File: config.mk
export PLATFORM = sky130hd
export DESIGN_NAME = irq_sequencer
export DESIGN_NICKNAME = d
export VERILOG_FILES = /design/src/rtl/irq_sequencer.sv
export SDC_FILE = /design/constraint.sdc
export NUM_CORES = 1
export LEC_CHECK = 0
export ABC_CLOCK_PERIOD_IN_PS = 2760
export BUFFER_PORTS_ARGS = -buffer_cell sky130_fd_sc_hd__buf_2
export CELL_PAD_IN_SITES_DETAIL_PLACEMENT = 0
export CELL_PAD_IN_SITES_GLOBAL_PLACEMENT = 1
export CORE_ASPECT_RATIO = 0.8
export CORE_UTILIZATION = 36
export DETAILED_ROUTE_END_ITERATION = 10
export PLACE_DENSITY = 0.73
export REMOVE_ABC_BUFFERS = 1
export SYNTH_ARGS = -nofsm -noshare
export SYNTH_HDL_FRONTEND = slang
export SYNTH_SLANG_ARGS = --single-unit
File: constraint.sdc
create_clock -name clk -period 2.76 [get_ports clk]
set_input_delay 0.138 -clock clk [delete_from_list [all_inputs] [get_ports clk]]
set_output_delay 0.138 -clock clk [all_outputs]
set_load 0.03 [all_outputs]
File: src/rtl/irq_sequencer.sv
// Interrupt/reset entry sequencer: arbitrates reset, NMI and maskable IRQ channels,
// then runs the three stack pushes and the two-byte vector fetch before handing back a new PC.
module irq_sequencer #(
  parameter int unsigned           N_IRQ        = 4,
  parameter int unsigned           ADDR_WIDTH   = 16,
  parameter int unsigned           REG_WIDTH    = 8,
  parameter logic [ADDR_WIDTH-1:0] IRQ_TBL_BASE = ADDR_WIDTH'(16'hFFE0),
  parameter logic [7:0]            STACK_PAGE   = 8'h01
) (
  input  logic                  clk,
  input  logic                  reset,
  input  logic                  rst_req,
  input  logic                  nmi_n,
  input  logic [N_IRQ-1:0]      irq_n,
  input  logic [N_IRQ-1:0]      irq_mask,
  input  logic                  i_flag,
  input  logic                  boundary,
  input  logic [ADDR_WIDTH-1:0] pc_in,
  input  logic [REG_WIDTH-1:0]  sp_in,
  input  logic [REG_WIDTH-1:0]  stat_in,
  input  logic [REG_WIDTH-1:0]  mem_rdata,
  input  logic                  mem_ack,
  output logic                  busy,
  output logic                  mem_req,
  output logic                  mem_we,
  output logic [ADDR_WIDTH-1:0] mem_addr,
  output logic [REG_WIDTH-1:0]  mem_wdata,
  output logic [ADDR_WIDTH-1:0] pc_out,
  output logic [REG_WIDTH-1:0]  sp_out,
  output logic                  pc_valid,
  output logic [3:0]            src_id
);

  localparam logic [3:0]            SRC_NMI  = 4'd14;
  localparam logic [3:0]            SRC_RST  = 4'd15;
  localparam logic [ADDR_WIDTH-1:0] VEC_TOP  = '1;
  localparam logic [ADDR_WIDTH-1:0] VEC_RST  = VEC_TOP - ADDR_WIDTH'(3);
  localparam logic [ADDR_WIDTH-1:0] VEC_NMI  = VEC_TOP - ADDR_WIDTH'(5);
  localparam logic [ADDR_WIDTH-1:0] VEC_IRQ0 = VEC_TOP - ADDR_WIDTH'(1);

  typedef enum logic [2:0] {
    S_IDLE, S_PUSH_PCH, S_PUSH_PCL, S_PUSH_P, S_VEC_LO, S_VEC_HI, S_DONE
  } state_e;

  state_e                  state_q, state_d;
  logic [3:0]              src_q, src_d;
  logic [ADDR_WIDTH-1:0]   pc_q, pc_d;
  logic [REG_WIDTH-1:0]    sp_q, sp_d;
  logic [REG_WIDTH-1:0]    stat_q, stat_d;
  logic [ADDR_WIDTH-1:0]   vec_q, vec_d;
  logic [REG_WIDTH-1:0]    lo_q, lo_d;
  logic                    nmi_pend_q, nmi_pend_d;
  logic                    nmi_hist_q;
  logic                    nmi_set;

  logic                    busy_q, busy_d;
  logic                    mem_req_q, mem_req_d;
  logic                    mem_we_q, mem_we_d;
  logic [ADDR_WIDTH-1:0]   mem_addr_q, mem_addr_d;
  logic [REG_WIDTH-1:0]    mem_wdata_q, mem_wdata_d;
  logic [ADDR_WIDTH-1:0]   pc_out_q, pc_out_d;
  logic [REG_WIDTH-1:0]    sp_out_q, sp_out_d;
  logic                    pc_valid_q, pc_valid_d;

  logic [N_IRQ-1:0]        irq_pend;
  logic                    irq_any;
  logic [3:0]              irq_idx;

  function automatic logic [ADDR_WIDTH-1:0] vec_of(input logic [3:0] src);
    logic [ADDR_WIDTH-1:0] v;
    if (src == SRC_RST)      v = VEC_RST;
    else if (src == SRC_NMI) v = VEC_NMI;
    else if (src == 4'd0)    v = VEC_IRQ0;
    else                     v = IRQ_TBL_BASE + (ADDR_WIDTH'(src - 4'd1) << 1);
    return v;
  endfunction

  assign nmi_set  = nmi_hist_q & ~nmi_n;
  assign irq_pend = ~irq_n & irq_mask & {N_IRQ{~i_flag}};

  // Lowest pending channel index wins.
  always_comb begin
    irq_any = 1'b0;
    irq_idx = 4'd0;
    for (int i = int'(N_IRQ) - 1; i >= 0; i--) begin
      if (irq_pend[i]) begin
        irq_any = 1'b1;
        irq_idx = 4'(i);
      end
    end
  end

  always_ff @(posedge clk) begin
    if (reset) state_q <= S_IDLE;
    else       state_q <= state_d;
  end

  // Next state and datapath capture.
  always_comb begin
    state_d    = state_q;
    src_d      = src_q;
    pc_d       = pc_q;
    sp_d       = sp_q;
    stat_d     = stat_q;
    vec_d      = vec_q;
    lo_d       = lo_q;
    nmi_pend_d = nmi_pend_q | nmi_set;
    case (state_q)
      S_IDLE: begin
        if (rst_req || (boundary && (nmi_pend_q || irq_any))) begin
          state_d = S_PUSH_PCH;
          pc_d    = pc_in;
          sp_d    = sp_in;
          stat_d  = stat_in;
          if (rst_req) begin
            src_d = SRC_RST;
          end else if (nmi_pend_q) begin
            src_d      = SRC_NMI;
            nmi_pend_d = nmi_set;
          end else begin
            src_d = irq_idx;
          end
        end
      end
      S_PUSH_PCH, S_PUSH_PCL: begin
        if (mem_ack) begin
          state_d = (state_q == S_PUSH_PCH) ? S_PUSH_PCL : S_PUSH_P;
          sp_d    = sp_q - REG_WIDTH'(1);
        end
      end
      S_PUSH_P: begin
        if (mem_ack) begin
          state_d = S_VEC_LO;
          sp_d    = sp_q - REG_WIDTH'(1);
          // A pending NMI takes over an IRQ entry up to the vector fetch.
          if (src_q < SRC_NMI && nmi_pend_q) begin
            src_d      = SRC_NMI;
            nmi_pend_d = nmi_set;
          end
          vec_d = vec_of(src_d);
        end
      end
      S_VEC_LO: begin
        if (mem_ack) begin
          state_d = S_VEC_HI;
          lo_d    = mem_rdata;
        end
      end
      S_VEC_HI: if (mem_ack) state_d = S_DONE;
      S_DONE:   state_d = S_IDLE;
      default:  state_d = S_IDLE;
    endcase
  end

  // Output values for the coming state, registered below.
  always_comb begin
    busy_d      = (state_d != S_IDLE);
    pc_valid_d  = (state_d == S_DONE);
    mem_req_d   = 1'b0;
    mem_we_d    = 1'b0;
    mem_addr_d  = '0;
    mem_wdata_d = '0;
    pc_out_d    = pc_out_q;
    sp_out_d    = sp_out_q;
    case (state_d)
      S_PUSH_PCH, S_PUSH_PCL, S_PUSH_P: begin
        mem_req_d  = 1'b1;
        mem_we_d   = (src_d != SRC_RST);
        mem_addr_d = ADDR_WIDTH'({STACK_PAGE, sp_d});
      end
      S_VEC_LO: begin
        mem_req_d  = 1'b1;
        mem_addr_d = vec_d;
      end
      S_VEC_HI: begin
        mem_req_d  = 1'b1;
        mem_addr_d = vec_d + ADDR_WIDTH'(1);
      end
      S_DONE: begin
        pc_out_d = ADDR_WIDTH'({mem_rdata, lo_q});
        sp_out_d = sp_d;
      end
      default: ;
    endcase
    if (mem_we_d) begin
      case (state_d)
        S_PUSH_PCH: mem_wdata_d = REG_WIDTH'(pc_d >> REG_WIDTH);
        S_PUSH_PCL: mem_wdata_d = REG_WIDTH'(pc_d);
        default:    mem_wdata_d = (stat_d & ~REG_WIDTH'(8'h10)) | REG_WIDTH'(8'h20);
      endcase
    end
  end

  always_ff @(posedge clk) begin
    if (reset) begin
      src_q       <= '0;
      pc_q        <= '0;
      sp_q        <= '0;
      stat_q      <= '0;
      vec_q       <= '0;
      lo_q        <= '0;
      nmi_pend_q  <= 1'b0;
      nmi_hist_q  <= 1'b1;
      busy_q      <= 1'b0;
      mem_req_q   <= 1'b0;
      mem_we_q    <= 1'b0;
      mem_addr_q  <= '0;
      mem_wdata_q <= '0;
      pc_out_q    <= '0;
      sp_out_q    <= '0;
      pc_valid_q  <= 1'b0;
    end else begin
      src_q       <= src_d;
      pc_q        <= pc_d;
      sp_q        <= sp_d;
      stat_q      <= stat_d;
      vec_q       <= vec_d;
      lo_q        <= lo_d;
      nmi_pend_q  <= nmi_pend_d;
      nmi_hist_q  <= nmi_n;
      busy_q      <= busy_d;
      mem_req_q   <= mem_req_d;
      mem_we_q    <= mem_we_d;
      mem_addr_q  <= mem_addr_d;
      mem_wdata_q <= mem_wdata_d;
      pc_out_q    <= pc_out_d;
      sp_out_q    <= sp_out_d;
      pc_valid_q  <= pc_valid_d;
    end
  end

  assign busy      = busy_q;
  assign mem_req   = mem_req_q;
  assign mem_we    = mem_we_q;
  assign mem_addr  = mem_addr_q;
  assign mem_wdata = mem_wdata_q;
  assign pc_out    = pc_out_q;
  assign sp_out    = sp_out_q;
  assign pc_valid  = pc_valid_q;
  assign src_id    = src_q;

endmodule

# Word level (Yosys, flattened, before mapping)
# Cells that the tools add are included.
# word_totals
register_bits	117
in_bits	55
output_inout_bits	56
elab_cells	104
# op_classes
add_sub_neg	4
order_cmp	1
n_eq_ne	14
mux	45
n_bitwise	8
reduce_logical	14
# ops
cell	n
$mux W16	7
$pmux W16 S3	1
$mux W4	8
$mux W8	4
$pmux W8 S2	2
$add A16 B1 Y16 const B	1
$eq A3 B3 Y1 const B	5
$mux W3	5
$pmux W3 S5	1
$eq A3 B2 Y1 const B	4
$mux W1	12
$and A4 B4 Y4	2
$eq A4 B4 Y1 const B	2
$pmux W4 S2	1
$sub A8 B1 Y8 const B	1
$add A6 B6 Y7 const A	1
$eq A3 B1 Y1 const B	2
$mux W2	3
$reduce_or A3 Y1	2
$reduce_or A5 Y1	1
$sub A4 B1 Y5 const B	1
$logic_not A4 Y1	1
$lt A4 B4 Y1 const B	1
$ne A4 B4 Y1 const B	1
other kinds (11)	17

# Longest topological paths before layout
# Gate-level depths: netlist of the first run.
# logic_depth
ltp_word	17
ltp_mapped	11
ltp_nobuf	10

# Worst setup path after synthesis of the first run
# Ideal clock, no wire load.
# synth_timing
path_kind	reg-to-reg
from	register src_q[3], in the netlist src_id[3]
to	register mem_addr_q[4], in the netlist mem_addr[4]
setup_time_ns	0.075
t_arrival_ns	2.700
required_ns	2.685
slack_ns	-0.015
stages_incl_launch_ff	11
n_path_buf	0
synth_period_minus_slack_ns	2.775
path_cell_list	dfxtp_1 > nand3_1 > a21boi_0 > inv_1 > ha_1 > nor2b_1 > or4_1 > a21oi_1 > nor2_1 > a221o_1 > a31oi_1
# synth_between
elab_chain_cells	14
elab_cells_between_ends	17
classes_between	add/sub (3); order compare (1); eq/ne (2); mux (9); reduce/logical (2)
# synth_rtl
element	line	rtl
from (decl)	46	logic [3:0] src_q, src_d;
from (signal assigned)	213	src_q <= src_d;
$lt A4 B4 Y1	136	if (src_q < SRC_NMI && nmi_pend_q) begin
$logic_and A1 B1 Y1	136	
$mux W4 (*)	136	
$mux W4 (*)	132	if (mem_ack) begin
$mux W4 (*)	108	case (state_q)
$sub A4 B1 Y5	74	else v = IRQ_TBL_BASE + (ADDR_WIDTH'(src - 4'd1) << 1);
$add A6 B6 Y7	74	
$mux W16	73	else if (src == 4'd0) v = VEC_IRQ0;
$mux W16	72	else if (src == SRC_NMI) v = VEC_NMI;
$mux W16 (*)	71	if (src == SRC_RST) v = VEC_RST;
$mux W16 (*)	132	
$mux W16 (*)	108	
$add A16 B1 Y16	177	mem_addr_d = vec_d + ADDR_WIDTH'(1);
$pmux W16 S3 (*)	165	case (state_d)
to (signal assigned)	224	mem_addr_q <= mem_addr_d;
to (decl)	59	logic [ADDR_WIDTH-1:0] mem_addr_q, mem_addr_d;
# Every way passes the cells marked *; elsewhere a longest branch is shown, timed or not. The select of a mux whose other input is x is not followed.
# A chain may end at the register's enable or synchronous reset.

# Worst setup path after layout of the first run
# layout_timing
from	register src_q[1], in the netlist src_id[1]
to	register mem_addr_q[14], in the netlist mem_addr[14]
# The elaborated chain is that of the path after synthesis.

==> results of run 1 <==
==> cells in the final DEF, fill, tap and decap left out, types with 5 or more instances in the layout <==
cell type and instances:
a211oi_1 5, a21oi_1 59, a31oi_1 6, and2_1 7, and3_1 5, buf_2 108, buf_4 18, clkbuf_16 17
clkinv_2 6, dfxtp_1 114, dlygate4sd3_1 28, ha_1 6, inv_1 14, mux2i_1 20, nand2_1 88, nand2b_1 5
nand3_1 12, nor2_1 82, nor2b_1 9, nor3_1 8, o21a_1 8, o21ai_0 24, o22ai_1 8
==> kinds of logic after synthesis <==
group,Yosys count
flops,115
buf+inv,49
mux,22
compound gates,174
simple gates,251
xor+xnor,3
fa+ha+maj,6
==> timing repair <==
action / CTS / global route
gates resized for setup: 1 / 7
buffers inserted: 0 / 0
hold buffers: 28 / 0
setup endpoints to repair: 2 / 9
cloned: 0 / 0
endpoints found under the hold margin: 38 / 0
pin swaps: 0 / 0
==> final cells by class <==
cell class                 instances  area, sq um
tap                              180          225
timing repair buffer             155          976
clock buffer                      20          447
inverter                          15         56.3
fill                            1394         6970
clock inverter                    11          113
sequential                       115         2300
multi-input combinational        456         2750
==> path summary, 6_finish.rpt <==
path	startpoint	to	slack, ps	cells after the start
worst min register to register	pc_out[15]	pc_out[15]	450	2
worst max register to register	src_id[1]	mem_addr[14]	120	9
worst min-delay path	pc_in[2]	pc_q[2]	20	3
worst max-delay path	src_id[1]	mem_addr[14]	120	9
==> metal layers <==
layer,vias to the layer above,share of wire,wire length [microns]
met1,2316,0.49,7310
met5,-,0,0
met4,0,0.011,168
met2,175,0.44,6520
met3,14,0.058,855
li1,2488,-,-
==> registers in the layout, indices dropped and copies added (netlist names) <==
signal / flops
lo_q: 8
sp_q: 8
pc_out: 16
mem_wdata: 8
vec_q: 16
busy: 1
mem_addr: 16
stat_q: 6
sp_out: 8
nmi_hist_q: 1
src_id: 4
mem_req: 1
state_q: 3
mem_we: 1
nmi_pend_q: 1
pc_valid: 1
pc_q: 16
==> synth_stat cells (4+ instances only) <==
cell	instances
a211oi_1	5
or2_2	4
nand3_1	12
mux2i_1	20
nor2_1	83
nand2b_1	5
o21a_1	8
a21oi_1	60
a21boi_0	5
and3_1	5
ha_1	6
buf_2	5
nand4_1	4
o21ai_0	25
inv_1	14
nand3b_1	4
and2_1	7
o22ai_1	8
a31oi_1	6
clkbuf_1	25
nor3_1	8
dfxtp_1	115
nor2b_1	9
nand2_1	88
==> critical path, stage by stage, from the launching register on <==
cell and delay, ps:
dfxtp_2 340, or2_2 310, inv_1 90, ha_1 190, o21bai_1 120, a21oi_1 90, o311a_4 390, or4b_4 610
o311ai_2 270, nand3_1 110
==> through the flow <==
stage / area, sq um / setup WS [ps] / utilization / cells
after detailed placement: 6000 / -18.3 / 0.433 / 893
after CTS: 6840 / 61.9 / 0.494 / 952
after global placement: 6000 / 76.6 / 0.433 / 893
final: 6870 / 117 / 0.496 / 952
after global routing: 6870 / -11.2 / 0.496 / 952
after floorplan: 5070 / -15.4 / - / 586
==> power breakdown <==
group | internal [W] | switching, W
registers | 0.00177 | 0.0000601
logic | 0.000339 | 0.000529
clock network | 0.00133 | 0.000752
total | 0.00344 | 0.00134
==> impl_metrics.tcl, run 1 <==
set metrics [dict create \
    grt_max_degree 61 \
    first_pass_iters 5 \
    hold_ws_ps 18.4 \
    arrival_ps 2930 \
    fmax_mhz 378 \
    endpoint_kind "register" \
    drive_above_1_share 0.240 \
    numCtsBuffers 17 \
    die-area_sq_um 15000 \
    nets 821 \
    leakage_nw 2.87 \
    cts_tree "done" \
    status "finished, final reports clean" \
    finClkSkew_ps 9.13 \
    grt_overflow_total 0 \
    grt_first_pass_wirelength_microns 23300 \
    post-route-drc-count 0 \
    areaGrowthSynthToFinish_pct 31.5 \
    start_util 0.377 \
    yosys-top-cells-area "dfxtp_1, nand2_1, nor2_1" \
    synth-async-reset-ratio 0 \
    core_area_sq_um 13800 \
    drv_slew 0 \
    max_slew_margin 0.439 \
    cp-start-kind "register" \
    grt_use_met1 0.287 \
    min_period_over_period 0.958 \
    cts_root_buf "clkbuf_16" \
    cap_violations 0 \
    h-tree-depth 4 \
    setup_viol 0 \
    synth_top_cell_area_share 0.441 \
    grt.busiest_layer "met2" \
    synthMuxAreaShare 0.0427 \
    ant_nets 0 \
    tns_ps 0 \
    grt_pass1_vias 4498 \
    worst_pin_slew_ps 839 \
    route.vias.total 4993 \
    worstPathRequired_ps 3040 \
    wl_microns 14900 \
    ys_warn_count 0 \
    synth_top_flop_cell "dfxtp_1" \
    worstSetupPathType "register to register" \
    clock-sinks 115 \
    fp.dieH_microns 110 \
    grt_usage 0.204 \
    syn_inst 620 \
    dr.first_iter.drc_count 316 \
    io_pins 111 \
    synth_top_cell_by_area "dfxtp_1" \
    netlist_area_sq_um 5220 \
    critical_path_peak_fanout 6 \
    finalHoldViolCount 0 \
    antennaDiodeCount 0 \
    clk_pin_slew_worst_paths_ps 50 \
    synth_cell_type_count 79 \
    synth_xor_area_frac 0.00503 \
    wl_per_cell_microns 15.6 \
    vdd_drop_max_mv 0.449 \
    synth_edf_count 0 \
    clock_latency_ps 410 \
    p_total_w 0.00478 \
    dpl.hpwl_microns 10300 \
    power_per_cell_area_nw_per_um2 696 \
    synth-simple-area-share 0.228 \
    synth_fa_ha_area_frac 0.0144 \
    clockBufferDepth 2 \
    synth-compound-area-share 0.230 \
    viasPerCell 5.24 \
    synth_top_family_by_area "compound AO/OA/AOI/OAI gates" \
    rows 38 \
    syn_avg_cell_area_sq_um 8.42 \
    antenna_found_initial 0 \
    grt_util_met2 0.303 \
    die_x_microns 137 \
    hold_path_class "primary input to register" \
    ys_seq_area_frac 0.441 \
    ys_ff_latch 115 \
    place.gp.congestion 0.874 \
    io_buffers 108 \
    min_period_ps 2640 \
    met3_usage 0.0530 \
]
No activity file was read; power rests on OpenSTA's default activity.
==> inputs of run 2 (changes only) <==
- PLACE_DENSITY: 0.73 -> not set
- PLACE_DENSITY_LB_ADDON: not set -> 0.1
==> impl_metrics.tcl, run 2 (synthesis gave the netlist of run 1 again) <==
set metrics [dict create \
    io_pins 111 \
    finClkSkew_ps 11.1 \
    die-area_sq_um 15000 \
    rsz0062_at_grt "no" \
    clock-sinks 115 \
    nets 827 \
    cp-start-kind "register" \
    max_slew_margin 0.460 \
    wl_microns 15400 \
    h-tree-depth 4 \
    core_area_sq_um 13800 \
    post-route-drc-count 0 \
    ant_nets 0 \
    numCtsBuffers 17 \
    rows 38 \
    grt_max_degree 58 \
    clock_latency_ps 420 \
    hold_path_class "primary input to register" \
    min_period_ps 2640 \
    cap_violations 0 \
    final_common_cell "dfxtp_1" \
    crit_end "mem_addr[6]" \
    areaGrowthSynthToFinish_pct 32.2 \
    hold_start "pc_in[14]" \
    vdd_drop_max_mv 0.460 \
    drv_slew 0 \
    worstPathCellList "or2_2, inv_1, ha_2, o21bai_1, a21oi_1, o311a_4, or4b_4, o311ai_2, o211ai_1" \
    dp.cells 897 \
    post_cts_buffers 0 \
    grt_overflow_total 0 \
    grt_first_pass_wirelength_microns 24000 \
    min_period_over_period 0.956 \
    antennaDiodeCount 0 \
    fp.dieH_microns 110 \
    endpoint_kind "register" \
    cts_tree "done" \
    crit_path_top_delay_cell "or4b_4" \
    slowest_delay_ps 590 \
    fin_cells 959 \
    antenna_found_initial 0 \
    worstPathRequired_ps 3050 \
    clk_pin_slew_worst_paths_ps 50 \
    start_util 0.377 \
    status "finished, final reports clean" \
    first_pass_iters 4 \
    critical_path_peak_fanout 5 \
    route.vias.total 5019 \
    worstSetupPathType "register to register" \
    r2r_cells 9 \
    place.gp.congestion 0.813 \
    rr_endpoint "mem_addr[6]" \
    worstReg2RegStart "nmi_pend_q" \
    die_x_microns 137 \
    finalHoldViolCount 0 \
    p_total_w 0.00473 \
    wl_per_cell_microns 16.0 \
    leakage_nw 2.89 \
    setup.worst_path.start "nmi_pend_q" \
    arrival_ps 2920 \
    drive_above_1_share 0.245 \
    io_buffers 108 \
    rrSetupSlack_ps 120 \
    setup_viol 0 \
    whs_path_depth 3 \
    dpl.hpwl_microns 10500 \
    clockBufferDepth 2 \
    final_cell_mix "dfxtp_1, buf_2, nand2_1, nor2_1, a21oi_1" \
    cts_root_buf "clkbuf_16" \
    design_area_sq_um 6900 \
    worst_pin_slew_ps 808 \
    placed_area_sq_um 6010 \
    grt_pass1_vias 4749 \
    grt_usage 0.213 \
    fmax_mhz 379 \
    power_per_cell_area_nw_per_um2 685 \
    viasPerCell 5.23 \
    dr.first_iter.drc_count 263 \
]
-- run 2: worst min-delay path by stage --
stage	slack (ps)	endpoint
2_1_floorplan	210	busy
3_3_place_gp	330	nmi_hist_q
3_5_place_dp	330	nmi_hist_q
4_1_cts	70	pc_q[14]
5_1_grt	120	pc_q[14]
6_report	90	pc_q[14]
-- run 2: worst max-delay path, delay by kind of cell (launching register included) --
kind	cells	cell delay [ps]
adder cells (fa/ha/maj)	1	200
buffers and inverters	1	90
flip-flops	1	320
AO/OA/AOI/OAI	5	970
AND/OR/NAND/NOR	2	910
-- run 2: final cells by class --
class | instances | area, sq um
Multi-Input combinational cell | 456 | 2760
Clock buffer | 23 | 488
Tap cell | 180 | 225
Sequential cell | 115 | 2300
Timing Repair Buffer | 161 | 1010
Inverter | 15 | 56.3
Clock inverter | 9 | 55.1
Fill cell | 1334 | 6930
-- run 2: routing by layer --
metal / part of all wire / track usage
met2: 0.42 / 0.315
met1: 0.51 / 0.292
met5: 0 / 0
met4: 0.014 / 0.0865
met3: 0.059 / 0.0586
-- run 2: stage by stage --
| step | utilization | setup slack [ps] | setup TNS, ps | hold WS [ps] |
|---|---|---|---|---|
| 5_1_grt | 0.499 | 3.90 | 0 | 118 |
| 2_1_floorplan | - | -15.4 | -15.4 | 207 |
| 6_report | 0.499 | 122 | 0 | 94.3 |
| 3_3_place_gp | 0.435 | 114 | 0 | 325 |
| 4_1_cts | 0.496 | 0.778 | 0 | 71.5 |
| 3_5_place_dp | 0.435 | 22.0 | 0 | 333 |
-- run 2: what timing repair did --
| action | 4_1_cts | 5_1_grt |
|---|---|---|
| hold endpoints to repair | 40 | 0 |
| hold buffers | 30 | 0 |
| endpoints found under the setup margin | 0 | 7 |
| resized for setup | 0 | 9 |
-- run 2: where the power goes --
| part | internal (W) | leakage [nW] | switching, W | total [W] |
|---|---|---|---|---|
| Clock | 0.00123 | 0.272 | 0.000794 | 0.00203 |
| Combinational | 0.000339 | 1.68 | 0.000532 | 0.000871 |
| Sequential | 0.00177 | 0.938 | 0.0000613 | 0.00183 |
==> inputs of run 3 (changes only) <==
- CELL_PAD_IN_SITES_DETAIL_PLACEMENT: 0 -> 1
- CELL_PAD_IN_SITES_GLOBAL_PLACEMENT: 1 -> 2
- CORE_UTILIZATION: 36 -> 29
- SETUP_SLACK_MARGIN: not set -> 0.05
==> impl_metrics.tcl, run 3 (synthesis gave the netlist of run 1 again) <==
set metrics [dict create \
    die_x_microns 152 \
    utilization 0.405 \
    wl_microns 17100 \
    tns_ps 0 \
    multiInputGateArea_sq_um 2790 \
    place.gp.congestion 0.808 \
    crit_path_top_delay_cell "or4b_4" \
    clock-sinks 115 \
    h-tree-depth 4 \
    slowest_delay_ps 610 \
    post-route-drc-count 16 \
    worstPathRequired_ps 3050 \
    status "complete, but fails checks" \
    cts_tree "done" \
    grt_max_degree 64 \
    worstSetupPathType "register to register" \
    cap_violations 0 \
    fmax_mhz 383 \
    leakage_nw 2.94 \
    start_util 0.299 \
    ant_nets 0 \
    finalHoldViolCount 0 \
    io_pins 111 \
    fill_cells 2073 \
    finClkSkew_ps 7.18 \
    fp.dieH_microns 122 \
    antenna_found_initial 0 \
    route.vias.total 5022 \
    regArea_sq_um 2300 \
    numCtsBuffers 17 \
    dr.first_iter.drc_count 274 \
    critPathBufInv 1 \
    rsz0062_at_grt "no" \
    final_cell_mix "dfxtp_1, buf_2, nand2_1, nor2_1, a21oi_1" \
    first_pass_iters 7 \
    drive_above_1_share 0.262 \
    grt_usage 0.190 \
    vdd_drop_max_mv 0.362 \
    die-area_sq_um 18500 \
    min_period_over_period 0.946 \
    dpl.hpwl_microns 12200 \
    critical_path_peak_fanout 5 \
    critical_path.top_delay_family "simple AND/OR/NAND/NOR gates" \
    clockBufferDepth 2 \
    arrival_ps 2900 \
    grt_overflow_total 0 \
    worst_pin_slew_ps 815 \
    core_area_sq_um 17500 \
    post_cts_buffers 0 \
    grt_pass1_vias 5028 \
    nets 833 \
    power_per_cell_area_nw_per_um2 694 \
    drv_slew 0 \
    hold_path_class "primary input to register" \
    cp-start-kind "register" \
    cts_root_buf "clkbuf_16" \
    viasPerCell 4.97 \
    final_common_cell "dfxtp_1" \
    min_period_ps 2610 \
    areaGrowthSynthToFinish_pct 35.6 \
    p_total_w 0.00491 \
    rows 43 \
    io_buffers 108 \
    violations "design-rule violations" \
    wl_per_cell_microns 16.9 \
    grt_first_pass_wirelength_microns 27200 \
    endpoint_kind "register" \
    clock_latency_ps 420 \
    setup_viol 0 \
    clk_pin_slew_worst_paths_ps 60 \
    worstPathCellList "or2_4, inv_2, ha_2, o21bai_1, a21oi_1, o311a_4, or4b_4, o311ai_2, nand3_1" \
    max_slew_margin 0.455 \
    antennaDiodeCount 0 \
]
-- run 3: changes by cell type in the layout (fill, tap and decap cells not counted), moves of 2 or more --
cell	change
buf_12	+2
buf_4	+7
bufinv_16	+2
clkbuf_8	-3
dlygate4sd3_1	-3
-- run 3: cell type report --
| cell class | count | share of cell area |
|---|---|---|
| multi-input combinational | 456 | 0.393 |
| sequential | 115 | 0.325 |
| timing repair buffer | 167 | 0.152 |
| clock buffer | 19 | 0.0625 |
| tap | 225 | 0.0398 |
| clock inverter | 13 | 0.0191 |
| inverter | 15 | 0.00795 |
-- run 3: layer usage --
| metal | wire length, microns | global-route usage |
|---|---|---|
| met2 | 7670 | 0.298 |
| met1 | 8560 | 0.260 |
| met3 | 576 | 0.0366 |
| met5 | 0 | 0 |
| met4 | 252 | 0.0676 |
-- run 3: stage by stage --
| stage | setup WS, ps | instances | hold WS, ps | instance area [sq um] |
|---|---|---|---|---|
| 3_5_place_dp | 78.3 | 951 | 350 | 6160 |
| 2_1_floorplan | -15.4 | 586 | 207 | 5070 |
| 4_1_cts | 50.9 | 1010 | 0.386 | 7010 |
| 3_3_place_gp | 67.2 | 951 | 328 | 6160 |
| 5_1_grt | 49.4 | 1010 | 28.6 | 7080 |
| 6_report | 149 | 1010 | 7.22 | 7080 |
-- run 3: path summary, 6_finish.rpt --
path / depth (start not counted) / slack (ps) / to / from
worst max-delay path: 9 / 150 / mem_addr[14] / nmi_pend_q
worst min-delay path: 3 / 7 / pc_q[15] / pc_in[15]
worst min register to register: 2 / 450 / pc_out[6] / lo_q[6]
worst max register to register: 9 / 150 / mem_addr[14] / nmi_pend_q
-- run 3: worst min-delay path, cell delays in order --
cell and delay (ps):
buf_2 100, nand2_1 70, a21oi_1 60
-- run 3: timing repair --
item,CTS,global route
cloned,0,0
endpoints found under the setup margin,1,6
pin swaps,0,1
hold buffers,27,0
resized for setup,1,14
endpoints found under the hold margin,37,0
-- run 3: power breakdown --
| group | switching [W] | internal [W] | total, W |
|---|---|---|---|
| combinational | 0.000549 | 0.000359 | 0.000907 |
| clock | 0.000825 | 0.00135 | 0.00217 |
| sequential | 0.0000632 | 0.00177 | 0.00183 |
| total | 0.00144 | 0.00348 | 0.00491 |
